<file path="config.mk">
export PLATFORM = sky130hd
export DESIGN_NAME = csr_port_arbiter
export DESIGN_NICKNAME = d
export VERILOG_FILES = /design/src/rtl/csr_port_arbiter_pkg.sv /design/src/rtl/csr_port_arbiter.sv
export SDC_FILE = /design/constraint.sdc
export NUM_CORES = 1
export LEC_CHECK = 0
export BUFFER_PORTS_ARGS = -buffer_cell sky130_fd_sc_hd__buf_2
export CORE_AREA = 5 5 78 80
export CTS_BUF_LIST = sky130_fd_sc_hd__clkbuf_8
export DETAILED_ROUTE_END_ITERATION = 7
export DIE_AREA = 0 0 83 85
export PLACE_DENSITY = 0.77
export SLEW_MARGIN = 20
export SYNTH_ARGS = -nofsm -noshare
export SYNTH_HDL_FRONTEND = slang
export SYNTH_SLANG_ARGS = --single-unit
</file>
<file path="constraint.sdc">
create_clock -name clk -period 1.7 [get_ports clk]
set_input_delay 0.34 -clock clk [delete_from_list [all_inputs] [get_ports clk]]
set_output_delay 0.34 -clock clk [all_outputs]
set_load 0.02 [all_outputs]
</file>
<file path="src/rtl/csr_port_arbiter_pkg.sv">
// Shared types and constants for the CSR port arbiter: FSM states, owner tag, well-known CSR addresses.
package csr_port_arbiter_pkg;

    typedef enum logic [1:0] {
        ST_IDLE    = 2'd0,
        ST_LOCKED  = 2'd1,
        ST_RECOVER = 2'd2
    } arb_state_e;

    typedef enum logic {
        OWN_INS  = 1'b0,
        OWN_TRAP = 1'b1
    } owner_e;

    localparam logic [11:0] CSR_MEPC   = 12'h341;
    localparam logic [11:0] CSR_MCAUSE = 12'h342;
    localparam logic [11:0] CSR_MTVEC  = 12'h305;

endpackage

</file>
<file path="src/rtl/csr_port_arbiter.sv">
// Arbitrates the single CSR-file port between the trap sequencer and the instruction CSR path.
// Optional saturating statistics counters are enabled with CSR_ARB_STATS_EN.
//
// state      | meaning
// IDLE       | fixed priority trap > instruction; trap_req & trap_lock enters LOCKED
// LOCKED     | trap-only port; watchdog counts cycles, forced release to RECOVER
// RECOVER    | arbitrates like IDLE, ignores trap_lock until it drops
module csr_port_arbiter
    import csr_port_arbiter_pkg::*;
#(
    parameter int ADDR_W       = 12,
    parameter int DATA_W       = 32,
    parameter int LOCK_TIMEOUT = 8
`ifdef CSR_ARB_STATS_EN
    ,
    parameter int CNT_W        = 16
`endif
) (
    input  logic              clk,
    input  logic              rst_n,
    input  logic              trap_req,
    input  logic              trap_lock,
    input  logic              trap_we,
    input  logic [ADDR_W-1:0] trap_addr,
    input  logic [DATA_W-1:0] trap_wdata,
    output logic              trap_gnt,
    output logic              trap_rvalid,
    input  logic              ins_req,
    input  logic              ins_we,
    input  logic [ADDR_W-1:0] ins_addr,
    input  logic [DATA_W-1:0] ins_wdata,
    output logic              ins_gnt,
    output logic              ins_stall,
    output logic              ins_rvalid,
    output logic              csr_en,
    output logic              csr_we,
    output logic [ADDR_W-1:0] csr_addr,
    output logic [DATA_W-1:0] csr_wdata,
    input  logic [DATA_W-1:0] csr_rdata,
    output logic [DATA_W-1:0] rdata,
    output logic              lock_err
`ifdef CSR_ARB_STATS_EN
    ,
    output logic [CNT_W-1:0]  stat_conflict,
    output logic [CNT_W-1:0]  stat_timeout
`endif
);

    localparam int LCW = $clog2(LOCK_TIMEOUT);
    localparam logic [LCW-1:0] LOCK_LAST = LCW'(LOCK_TIMEOUT - 1);

    arb_state_e     state_q, state_d;
    logic [LCW-1:0] lock_cnt_q, lock_cnt_d;
    owner_e         owner_q, owner_d;
    logic           rvalid_q, rvalid_d;
    logic           lock_err_q, lock_err_d;

    always_ff @(posedge clk or negedge rst_n) begin
        if (!rst_n) begin
            state_q    <= ST_IDLE;
            lock_cnt_q <= '0;
            owner_q    <= OWN_INS;
            rvalid_q   <= 1'b0;
            lock_err_q <= 1'b0;
        end else begin
            state_q    <= state_d;
            lock_cnt_q <= lock_cnt_d;
            owner_q    <= owner_d;
            rvalid_q   <= rvalid_d;
            lock_err_q <= lock_err_d;
        end
    end

    always_comb begin
        state_d    = state_q;
        lock_cnt_d = '0;
        lock_err_d = 1'b0;
        case (state_q)
            ST_IDLE: begin
                if (trap_req && trap_lock) state_d = ST_LOCKED;
            end
            ST_LOCKED: begin
                lock_cnt_d = lock_cnt_q + 1'b1;
                // A voluntary release on the last allowed cycle is not an error.
                if (!trap_lock) begin
                    state_d = ST_IDLE;
                end else if (lock_cnt_q == LOCK_LAST) begin
                    state_d    = ST_RECOVER;
                    lock_err_d = 1'b1;
                end
            end
            ST_RECOVER: begin
                if (!trap_lock) state_d = ST_IDLE;
            end
            default: state_d = ST_IDLE;
        endcase
    end

    // Grants are gated by rst_n so nothing reaches the CSR file while reset is held.
    always_comb begin
        trap_gnt  = rst_n & trap_req;
        ins_gnt   = rst_n & ins_req & ~trap_req & (state_q != ST_LOCKED);
        ins_stall = ins_req & ~ins_gnt;
        csr_en    = trap_gnt | ins_gnt;
        csr_we    = 1'b0;
        csr_addr  = '0;
        csr_wdata = '0;
        if (trap_gnt) begin
            csr_we    = trap_we;
            csr_addr  = trap_addr;
            csr_wdata = trap_wdata;
        end else if (ins_gnt) begin
            csr_we    = ins_we;
            csr_addr  = ins_addr;
            csr_wdata = ins_wdata;
        end
        owner_d     = trap_gnt ? OWN_TRAP : OWN_INS;
        rvalid_d    = csr_en;
        trap_rvalid = rvalid_q & (owner_q == OWN_TRAP);
        ins_rvalid  = rvalid_q & (owner_q == OWN_INS);
        rdata       = rvalid_q ? csr_rdata : '0;
        lock_err    = lock_err_q;
    end

`ifdef CSR_ARB_STATS_EN
    logic [CNT_W-1:0] conflict_q, conflict_d;
    logic [CNT_W-1:0] timeout_q, timeout_d;

    always_comb begin
        conflict_d = conflict_q;
        timeout_d  = timeout_q;
        if (ins_stall && !(&conflict_q)) conflict_d = conflict_q + 1'b1;
        if (lock_err_q && !(&timeout_q)) timeout_d = timeout_q + 1'b1;
    end

    always_ff @(posedge clk or negedge rst_n) begin
        if (!rst_n) begin
            conflict_q <= '0;
            timeout_q  <= '0;
        end else begin
            conflict_q <= conflict_d;
            timeout_q  <= timeout_d;
        end
    end

    assign stat_conflict = conflict_q;
    assign stat_timeout  = timeout_q;
`endif

endmodule
</file>
; Word level (Yosys, flattened, before mapping)
; Cells that the tools add are included.
[word_totals]
regBits = 8
inputBits = 127
[op_classes]
n_mux = 17
n_eq_ne = 7
addsub = 1
bitwise = 11
reduce_logical = 3
[op_table]
columns = cell, n
row1 = 32-bit 2-to-1 mux, 3
row2 = 12-bit 2-to-1 mux, 2
row3 = 2-bit 2-to-1 mux, 4
row4 = 1-bit bitwise AND, 7
row5 = 1-bit 2-to-1 mux, 6
row6 = 2-bit case mux with 3 select lines, 1
row7 = "2-bit inequality test, second input constant", 2
row8 = "3-bit by 1-bit adder with 3-bit output, second input constant", 1
row9 = "3-bit == test, second input constant", 1
row10 = 3-bit 2-to-1 mux, 1
row11 = "3-bit inequality test, second input constant", 1
row12 = 1-bit NOT, 3
row13 = 3-bit AND reduction, 1
row14 = "2-bit by 1-bit == test with 1-bit output, second input constant", 1
row15 = "2-bit == test, second input constant", 1
row16 = 2-bit logical NOT, 1
row17 = "2-bit by 1-bit inequality test with 1-bit output, second input constant", 1
row18 = 1-bit logical AND, 1
row19 = 1-bit bitwise OR, 1

; Depth between registers and ports, before layout
[depth]
word_depth = 5
ltp_mapped = 5

; Least setup slack after synthesis
; OpenSTA, ideal clock, no wires.
[synth_path]
path_kind = register to output
startpoint = register state_q[0]
endpoint = output csr_en
t_arrival_ns = 1.206
setup_slack_ns = 0.154
stages_incl_launch_ff = 3
path_buffers = 0
cell_sequence = dfrtp_1 nor2b_1 o31ai_1
[synth_via]
elab_chain_len = 3
[synth_rtl]
columns = element, line
row1 = "start, declared", csr_port_arbiter.sv:52  ; arb_state_e state_q, state_d;
row2 = "start signal, assigned", csr_port_arbiter.sv:66  ; state_q <= state_d;
row3 = 2-bit by 1-bit inequality test with 1-bit output, csr_port_arbiter.sv:102  ; ins_gnt = rst_n & ins_req & ~trap_req & (state_q != ST_LOCKED);
row4 = 1-bit bitwise AND, csr_port_arbiter.sv:102
row5 = 1-bit bitwise OR, csr_port_arbiter.sv:104  ; csr_en = trap_gnt | ins_gnt;
row6 = "end, declared", csr_port_arbiter.sv:35  ; output logic csr_en,
; Every way passes these cells.

; Final worst setup path
[layout_path]
startpoint = register state_q[1]
endpoint = output csr_wdata[0]
[layout_via]
elab_chain_len = 4
[layout_rtl]
columns = element, line
row1 = 2-bit by 1-bit inequality test with 1-bit output, csr_port_arbiter.sv:102
row2 = 1-bit bitwise AND, csr_port_arbiter.sv:102
row3 = 32-bit 2-to-1 mux, csr_port_arbiter.sv:112  ; end else if (ins_gnt) begin
row4 = 32-bit 2-to-1 mux, csr_port_arbiter.sv:108  ; if (trap_gnt) begin
row5 = "end, declared", csr_port_arbiter.sv:38  ; output logic [DATA_W-1:0] csr_wdata,
; Every way passes these cells.

==> results.md <==
* CP Data Arrival Time at 1360 ps
* Area of the mapped netlist at 1529 um^2
* H-tree depth at 1
* Syn. warnings at 0
* Register bit total from synthesis at 8
* Yosys cell types at 26
* Layout Skew at 0.4694 ps
* Final period util at 99.94%
* Area share of the largest cell type after synthesis at 29.46%
* Critical path class: reg -> out
* Initial antenna violation count at 0
* Post-synth ARST share at 100.0%
* Yosys top cell by area: a32o_1
* Drt first pass iters at 4
* Root buffer cell: clkbuf_8
* Width of the die at 83 um
* Hpwl dp at 5683 um
* Worst vdd ir at 0.0002874 V
* Peak Freq at 0.5886 GHz
* RR Endpoint: state_q[0]$_DFFE_PN0P_
* Post-place setup slack at 24.61 ps
* Vias in the first global route at 2277
* Max_cap viols at 0
* Longest Clk Path Bufs at 2
* Leading cell types in the layout, fill and taps excluded: 202 x buf_2, 45 x a32o_1, 36 x and2_1
* Final setup fails at 0
* Status: finished, final reports clean
* Worst path required time at 1360 ps
* Power per cell area at 414.0 nW/um^2
* Die footprint at 7055 um^2
* Row cnt at 27
* Die H at 85 um
* Largest family of logic cells by synthesized area: simple AND/OR/NAND/NOR gates
* Vias after detailed routing at 2269
* Hold Path Class: in -> async
* DRT iter0 DRCs at 98
* CP endpoint kind: primary output
* Buffer and inverter count on the worst path at 2
* Critical-path cell list: nand2b_4 -> buf_12 -> a32o_1 -> buf_4
* Final hold violation count at 0
* Setup crit start: state_q[1]$_DFFE_PN0P_
* Syn Area/Cell at 8.737 um^2
* Startpoint types: flop
* Fillers at 509
* Number of port buffers at 210
* Max stage delay on crit path at 390 ps
* Final Hold Slack at 75.39 ps
* Final worst slack at 1.063 ps
* Synth Area in Compound Gates at 31.51%
* Reg2reg start: lock_cnt_q[0]$_DFF_PN0_
* Synth-to-Final Area Change at 82.49%
* Register area share after synthesis at 13.09%
* Share of layout cells above drive strength 1 at 63.12%
* Syn Nets at 304
* Number of flops mapped to enable cells by yosys at 0
* Initial core utilization at 28.65%
* Vias per Instance at 4.965
* Largest net degree at the start of global routing at 46
* Nets@finish at 516
* Top FF cell, synth: dfrtp_1
* R2R Setup Slk at 380 ps
* Mux contribution to synthesized area at 0%
* Total gr overflow at 0
* Crit-path max FO at 26
* Ports at 211
* GPL Wtd Cong at 0.8524
* Reg2Reg Depth at 3
* Post-Synth XOR/XNOR Area at 0%
* DRC Markers at 0
* Reg clk slew, reported paths at 40 ps
* Max Slew Vio Count at 0
* Slew margin rel. at 77.14%
* TritonCTS clock tree: done
* Skew-Pair Late Insertion Delay at 230 ps
* Slowest-stage cell, CP: dfrtp_1
* Post-synthesis simple-gate area fraction at 40.92%
* WL final at 6921 um
* Post-Syn Instances at 175
* Post-DR wirelength/cell at 15.14 um
* Leak pwr at 1.630 nW
* Global-route wire length before repair at 10740 um
* Num CTS Buffers at 3
* Adder-cell share of the synthesized area at 1.637%
* Most common cell after layout, fill and taps aside: buf_2
* Sink Count at 8
* Main area contributors after synthesis: a32o_1 29%, and2_1 15%, dfrtp_1 13%
* Post-DRT Antenna Nets at 0
* RSZ-0062 raised after global routing: true
* Worst slew pin tran at 342.1 ps
* Tmin final at 1699 ps
* Core area at 5338 um^2
* Inserted Diodes at 0
* Total GRT Usage at 17.87%
* Cell family contributing the most delay on the critical path: flip-flops
-- power by group --
group	switching (mW)	internal [mW]	total [mW]
registers	0.00557	0.200	0.205
clock network	0.0769	0.154	0.230
logic	0.373	0.346	0.719
total	0.455	0.700	1.16
-- registers in the layout (all words and copies together) (netlist names) --
register	count
lock_cnt_q	3
lock_err	1
owner_q	1
rvalid_q	1
state_q	2
-- stage by stage --
stage,power (mW),std cells,area (um^2),TNS (ps),util (%)
2_1_floorplan,0.6092,175,1529,0,-
3_3_place_gp,0.8921,452,2654,0,49.72
3_5_place_dp,0.9004,452,2654,0,49.72
4_1_cts,1.153,457,2746,0,51.45
5_1_grt,1.233,457,2790,-1036,52.27
6_report,1.155,457,2790,0,52.27
-- area by class of cell --
type	count	area (um^2)	area share, %
Sequential cell	8	200.2	7.175
Inverter	2	12.51	0.4484
Tap cell	72	90.09	3.229
Timing Repair Buffer	229	1294	46.37
Multi-Input combinational cell	143	1152	41.30
Clock buffer	3	41.29	1.480
-- worst reg2reg max path, delay by kind of cell, from the launching register on --
kind | cells | cell delay [ps]
DFF | 1 | 370
adders and majority gates | 2 | 410
AOI/OAI and AO/OA | 1 | 410
-- worst max path at each step --
stage	slack [ps]	cells past startpoint	end
CTS	10	4	csr_wdata[0]
finish	1	4	csr_wdata[0]
floorplan	150	2	csr_en
global placement	40	5	csr_addr[5]
global route	-40	4	csr_wdata[0]
detailed placement	20	5	csr_wdata[27]
-- routing by layer --
metal	vias up	track usage, %	wire length (um)
li1	1074	-	-
met1	1013	19.38	2551
met2	166	32.58	3349
met3	16	6.214	830
met4	0	5.646	190
met5	-	0	0
-- cells by family after synthesis --
logic type	after synthesis
buf+inv	24
simple gates	92
compound gates	49
fa+ha+maj	2
flops	8
-- synth_stat cells, types with 2 or more instances --
cell      number
nor2b_1       17
clkbuf_1       3
dfrtp_1        8
and2b_4        5
buf_6         10
nand2b_1       2
clkbuf_4       4
and2b_1       25
ha_1           2
a32o_1        45
buf_4          2
buf_2          3
and2_1        36
-- timing repair --
item | in CTS | in global routing
hold buffers | 0 | 0
setup endpoints to repair | 47 | 45
buffers inserted | 2 | 0
pin swaps | 1 | 0
resized for setup | 9 | 14
Power figures use the tool's default switching activity.
